File: src/rtl/bit_diff_encoder.sv
// Serially builds a WIDTH-bit word whose (ones - zeros) equals a signed target.
// go/ready accept on the input side, valid/ready with backpressure on the output side.
module bit_diff_encoder #(
    parameter int WIDTH       = 32,
    parameter int DIFF_WIDTH  = $clog2(2*WIDTH+1),
    parameter int COUNT_WIDTH = 16
) (
    input  logic                   clk,
    input  logic                   rst_n,
    input  logic                   go,
    input  logic [DIFF_WIDTH-1:0]  target,
    output logic                   ready,
    output logic [WIDTH-1:0]       data_out,
    output logic                   data_out_valid,
    input  logic                   data_out_ready,
    output logic                   error,
    output logic [COUNT_WIDTH-1:0] word_count
);

    localparam int OW = DIFF_WIDTH - 1;
    localparam int CW = (WIDTH > 1) ? $clog2(WIDTH) : 1;
    localparam logic [DIFF_WIDTH:0]   WIDTH_EXT = (DIFF_WIDTH+1)'(WIDTH);
    localparam logic [DIFF_WIDTH-1:0] MAX_SUM   = DIFF_WIDTH'(2*WIDTH);
    localparam logic [CW-1:0]         LAST_BIT  = CW'(WIDTH-1);

    typedef enum logic [1:0] {IDLE, BUILD, HOLD} state_t;

    state_t                 state_q;
    logic [OW-1:0]          ones_q;
    logic [WIDTH-1:0]       shift_q;
    logic [CW-1:0]          bit_cnt_q;
    logic [WIDTH-1:0]       data_q;
    logic                   valid_q;
    logic                   error_q;
    logic [COUNT_WIDTH-1:0] count_q;

    logic [DIFF_WIDTH:0]    sum_d;
    logic                   tgt_ok_d;
    logic                   accept_d;
    logic [WIDTH-1:0]       shift_d;

    // sum = target + WIDTH, sign-extended by one bit so it cannot overflow.
    // Non-negative, at most 2*WIDTH and even means the target is reachable.
    assign sum_d    = {target[DIFF_WIDTH-1], target} + WIDTH_EXT;
    assign tgt_ok_d = !sum_d[DIFF_WIDTH] && (sum_d[DIFF_WIDTH-1:0] <= MAX_SUM) && !sum_d[0];
    assign ready    = (state_q == IDLE) || (state_q == HOLD && data_out_ready);
    assign accept_d = go && ready;
    assign shift_d  = {(ones_q != '0), shift_q[WIDTH-1:1]};

    always_ff @(posedge clk or negedge rst_n) begin
        if (!rst_n) begin
            state_q   <= IDLE;
            ones_q    <= '0;
            shift_q   <= '0;
            bit_cnt_q <= '0;
            data_q    <= '0;
            valid_q   <= 1'b0;
            error_q   <= 1'b0;
            count_q   <= '0;
        end else begin
            error_q <= 1'b0;
            case (state_q)
                BUILD: begin
                    shift_q   <= shift_d;
                    bit_cnt_q <= bit_cnt_q + CW'(1);
                    if (ones_q != '0) ones_q <= ones_q - OW'(1);
                    if (bit_cnt_q == LAST_BIT) begin
                        data_q  <= shift_d;
                        valid_q <= 1'b1;
                        state_q <= HOLD;
                    end
                end
                HOLD: begin
                    if (data_out_ready) begin
                        count_q <= count_q + COUNT_WIDTH'(1);
                        valid_q <= 1'b0;
                        state_q <= IDLE;
                    end
                end
                default: ;
            endcase
            // Accept may coincide with the HOLD handshake; it overrides the IDLE return.
            if (accept_d) begin
                if (tgt_ok_d) begin
                    ones_q    <= sum_d[DIFF_WIDTH-1:1];
                    shift_q   <= '0;
                    bit_cnt_q <= '0;
                    state_q   <= BUILD;
                end else begin
                    error_q <= 1'b1;
                    state_q <= IDLE;
                end
            end
        end
    end

    assign data_out       = data_q;
    assign data_out_valid = valid_q;
    assign error          = error_q;
    assign word_count     = count_q;

endmodule

File: config.mk
export PLATFORM = sky130hd
export DESIGN_NAME = bit_diff_encoder
export DESIGN_NICKNAME = d
export VERILOG_FILES = /design/src/rtl/bit_diff_encoder.sv
export SDC_FILE = /design/constraint.sdc
export NUM_CORES = 1
export LEC_CHECK = 0
export BUFFER_PORTS_ARGS = -buffer_cell sky130_fd_sc_hd__buf_4
export CAP_MARGIN = 20
export CORE_UTILIZATION = 55
export DETAILED_ROUTE_END_ITERATION = 10
export GPL_ROUTABILITY_DRIVEN = 0
export GPL_TIMING_DRIVEN = 0
export PLACE_DENSITY = 0.77
export SLEW_MARGIN = 15
export SYNTH_ARGS = -nofsm -noshare
export SYNTH_HDL_FRONTEND = slang
export SYNTH_SLANG_ARGS = --single-unit
File: constraint.sdc
create_clock -name clk -period 5.38 [get_ports clk]
set_clock_uncertainty 0.15 [all_clocks]
set_input_delay 1.076 -clock clk [delete_from_list [all_inputs] [get_ports clk]]
set_output_delay 1.076 -clock clk [all_outputs]
set_load 0.005 [all_outputs]
==> summary.md <==
The floorplan step defined a die boundary enclosing 7453 um^2. The routed design could run at a clock period as short as 2.869 ns. The transition time at the pin with the least slew margin was 0.6166 ns; the area added between synthesis and finish was 21.18%.

The clock transition at the registers of the reported paths is 0.08 ns, and the largest fanout of any net on the critical path is 4. The class of the most critical hold timing path is flop to flop. Including well taps, the total number of placed cells is 502. Measured in cells, the most critical reg-to-reg path has a length of 6. The number of enable flip-flop cells after synthesis was 0; the standard-cell row count was 30. In the routed design, unresolved DRC markers number 0. For this design, the slowest cell found on the critical path is sky130_fd_sc_hd__a21oi_1. The tightest hold path in the finished design has a slack of 0.3414 ns. From left edge to right edge, the die measures 86.33 um. The worst setup path is captured at an output pin. Number of failing setup endpoints in the final timing report: 0. Number of global-route vias before repair: 2,544. The met3 track demand over resource is 3.238%, and the Yosys warning count is 0.

The proportion of synthesized flip-flops having asynchronous set or reset is 100.0%, and the layout net count is 433. Synthesis produced a netlist with a net count of 360. For this configuration, the core starts out at a cell density of 57.25%. Port buffering added 61 buffers. Sum of negative setup slack: 0 ns. CTS placed an instance of sky130_fd_sc_hd__clkbuf_8 at the clock tree root.

The worst-case IR drop observed on VDD is 0.2830 mV. Dividing the detail-routed via count by the number of cells gives 5.228. The portion of the post-synthesis area used by sequential elements was 60.14%; the share of layout cells above drive strength 1 was 29.38%. The run gives 0 as the max-slew violation count. The path type of the worst setup path was primary input to output pin. Global routing consumed, on the met1 layer, 29.78% of the routing resources.

The tools report the initial antenna violation count as 0. Wires add up to 7.135 mm. Setup repair after global routing left no endpoint under its margin.

The total overflow reported by the global router is 0. The worst slew slack as a fraction of its limit is 58.89%. The logs give 2,708 for the via count and 0 for the total count of hold-check failures in the final report. Along the worst hold path, the cell count comes to 2.

The worst min-delay path endpoint was data_out[31]. In this run the post-CTS setup repair buffer count came out at 0. Entering global routing, the biggest net connects 49 pins. The run gives 0 as the antenna diode count. The average instance in the mapped netlist occupies 11.37 um^2. After clock tree synthesis, the repair step resized 0 gates. The cell family contributing the most delay on the critical path is buffers and inverters.

For the non-filler instance count after layout, the log shows 518. The critical path data arrival time was 1.64 ns; the final HPWL from detailed placement was 4.980 mm. Prior to clock tree synthesis, the placed netlist has a worst setup slack of 2.501 ns.

The count of mapped cells out of synthesis was 344; the number of nets with antenna violations after routing was 0. Global routing consumed, on the met2 layer, 33.48% of the routing resources. The all-layer global routing usage came out at 21.31%. The critical path goes through buf_4 -> inv_1 -> a21oi_1 -> buf_4. The startpoint identified for the worst register-to-register timing path is bit_cnt_q[0].

Counting both buffers and inverters, the worst setup path holds a total of 3. Yosys mapped the design onto 32 distinct sky130hd cell types. In this run the most used layer during global routing was met2.

In the synthesized netlist the dominant register cell turns out to be sky130_fd_sc_hd__dfrtp_1. Measured along the y axis, the die boundary spans 86.33 um. The post-route total power was 2.344 mW. For this design, the sink count on the clock tree is 94. The worst register-to-register path ends at data_out[29]. The reported max-cap violation count is 0.

The leading cell type in the layout, fill and taps excluded is sky130_fd_sc_hd__dfrtp_1. Pin placement for this block handled 62 I/O pins. In the final routed layout, each cell accounts on average for 13.77 um. The violation count after the first detailed-routing iteration came out at 127. The H-tree generated during clock tree synthesis spans 3 levels. Number of buffers inserted during clock tree synthesis: 9. In the layout the commonest cells are sky130_fd_sc_hd__dfrtp_1, sky130_fd_sc_hd__nand2_1, sky130_fd_sc_hd__buf_4. TritonCTS built the clock tree. Static timing analysis puts the maximum clock frequency at 348.5 MHz. The worst setup path is launched from a primary input. The flow ran to the end, and the final reports show no timing, DRC or antenna violations.

In this run the static leakage power is 2.348 nW. Counting buffers and inverters, the worst setup path is 4 cells deep. The hold path startpoint was data_out[31].

Among the stages of the critical path, the cell type that occurs most often is sky130_fd_sc_hd__buf_4. The highest cell delay on the worst timing path is 0.27 ns, and the share of the clock period used by the worst path after layout is 53.33%. Placed instance area: 4517 um^2. With fillers left out, the area of the finished cells amounts to 4740 um^2. The flop and latch count out of synthesis is 94. For the flop-to-flop setup slack, the log shows 3.13 ns.

For this run, the detailed router's first-pass iteration total came to 4. Measured on the finished design, the core utilization comes to 69.38%. The later pin in the worst-skew pair is clocked with a latency of 0.36 ns.

The run gives 6832 um^2 as the core outline area. The areal power density over the cells was 494.7 nW/um^2. Combined area of all synthesized cells: 3911 um^2. In this run, post-CTS hold repair placed 0 buffers. At the worst endpoint, the required time is 4.15 ns. The slack of the critical path is 2.511 ns, and the maximum clock path buffer count is 2. The first-pass GRT wire length is 12.22 mm.
[where the power goes]
part	internal [mW]	switching [mW]
combinational	0.380	0.343
clock	0.276	0.243
sequential	0.938	0.165
total	1.59	0.751
[how the worst max path moves through the flow]
| stage | from | end |
|---|---|---|
| finish | data_out_ready | ready |
| global placement | data_out_ready | ready |
| detailed placement | data_out_ready | ready |
| CTS | data_out_ready | ready |
| floorplan | data_out_ready | ready |
| global route | data_out_ready | ready |
[metal layers]
layer / part of all wire (%) / wire [um]
met5: 0 / 0
met4: 1.8 / 128
met3: 3.4 / 242
met2: 49 / 3530
met1: 45 / 3234
[synthesized netlist by cell type (3+ instances only)]
cell / instances / area, um^2
sky130_fd_sc_hd__a21oi_1: 34 / 170.2
sky130_fd_sc_hd__and3_1: 4 / 25.02
sky130_fd_sc_hd__buf_2: 6 / 30.03
sky130_fd_sc_hd__clkbuf_1: 7 / 26.28
sky130_fd_sc_hd__dfrtp_1: 94 / 2352
sky130_fd_sc_hd__ha_1: 5 / 62.56
sky130_fd_sc_hd__inv_1: 6 / 22.52
sky130_fd_sc_hd__mux2_2: 35 / 394.1
sky130_fd_sc_hd__mux2i_1: 6 / 60.06
sky130_fd_sc_hd__nand2_1: 81 / 304.0
sky130_fd_sc_hd__nand3_1: 8 / 40.04
sky130_fd_sc_hd__nor2_1: 10 / 37.54
sky130_fd_sc_hd__nor2b_1: 3 / 18.77
sky130_fd_sc_hd__nor3_1: 3 / 15.01
sky130_fd_sc_hd__o21ai_0: 3 / 15.01
sky130_fd_sc_hd__xnor2_1: 13 / 113.9
sky130_fd_sc_hd__xor2_1: 6 / 52.55
[final cells by class]
type / count / area [um^2]
Clock inverter: 5 / 81.33
Timing Repair Buffer: 62 / 485.5
Fill cell: 526 / 2092
Inverter: 6 / 22.52
Multi-Input combinational cell: 228 / 1450
Clock buffer: 11 / 141.4
Sequential cell: 94 / 2352
Buffer: 16 / 86.33
Tap cell: 96 / 120.1
[worst reg2reg max path, delay by kind of cell, from the launching register on]
family	cells	cell delay, ns
simple gates	2	0.47
flops	1	0.42
fa+ha+maj	2	0.41
mux	1	0.37
buf+inv	1	0.33
[cell families (layout without fill, tap and decap cells)]
logic type,Yosys count,count (layout),share of synthesized area [%]
and+or+nand+nor,122,122,13.79
DFF,94,94,60.14
AOI/OAI and AO/OA,41,41,5.822
muxes,41,41,11.61
buffers and inverters,22,100,2.783
xor gates and xnor gates,19,19,4.255
adders and majority gates,5,5,1.599
[state kept, by name, summed over array words and instances, names as in the netlist]
signal	count
data_out	32
error	1
state_q	2
data_out_valid	1
ones_q	6
shift_q	31
bit_cnt_q	5
word_count	16
No activity file was read; power rests on OpenSTA's default activity.
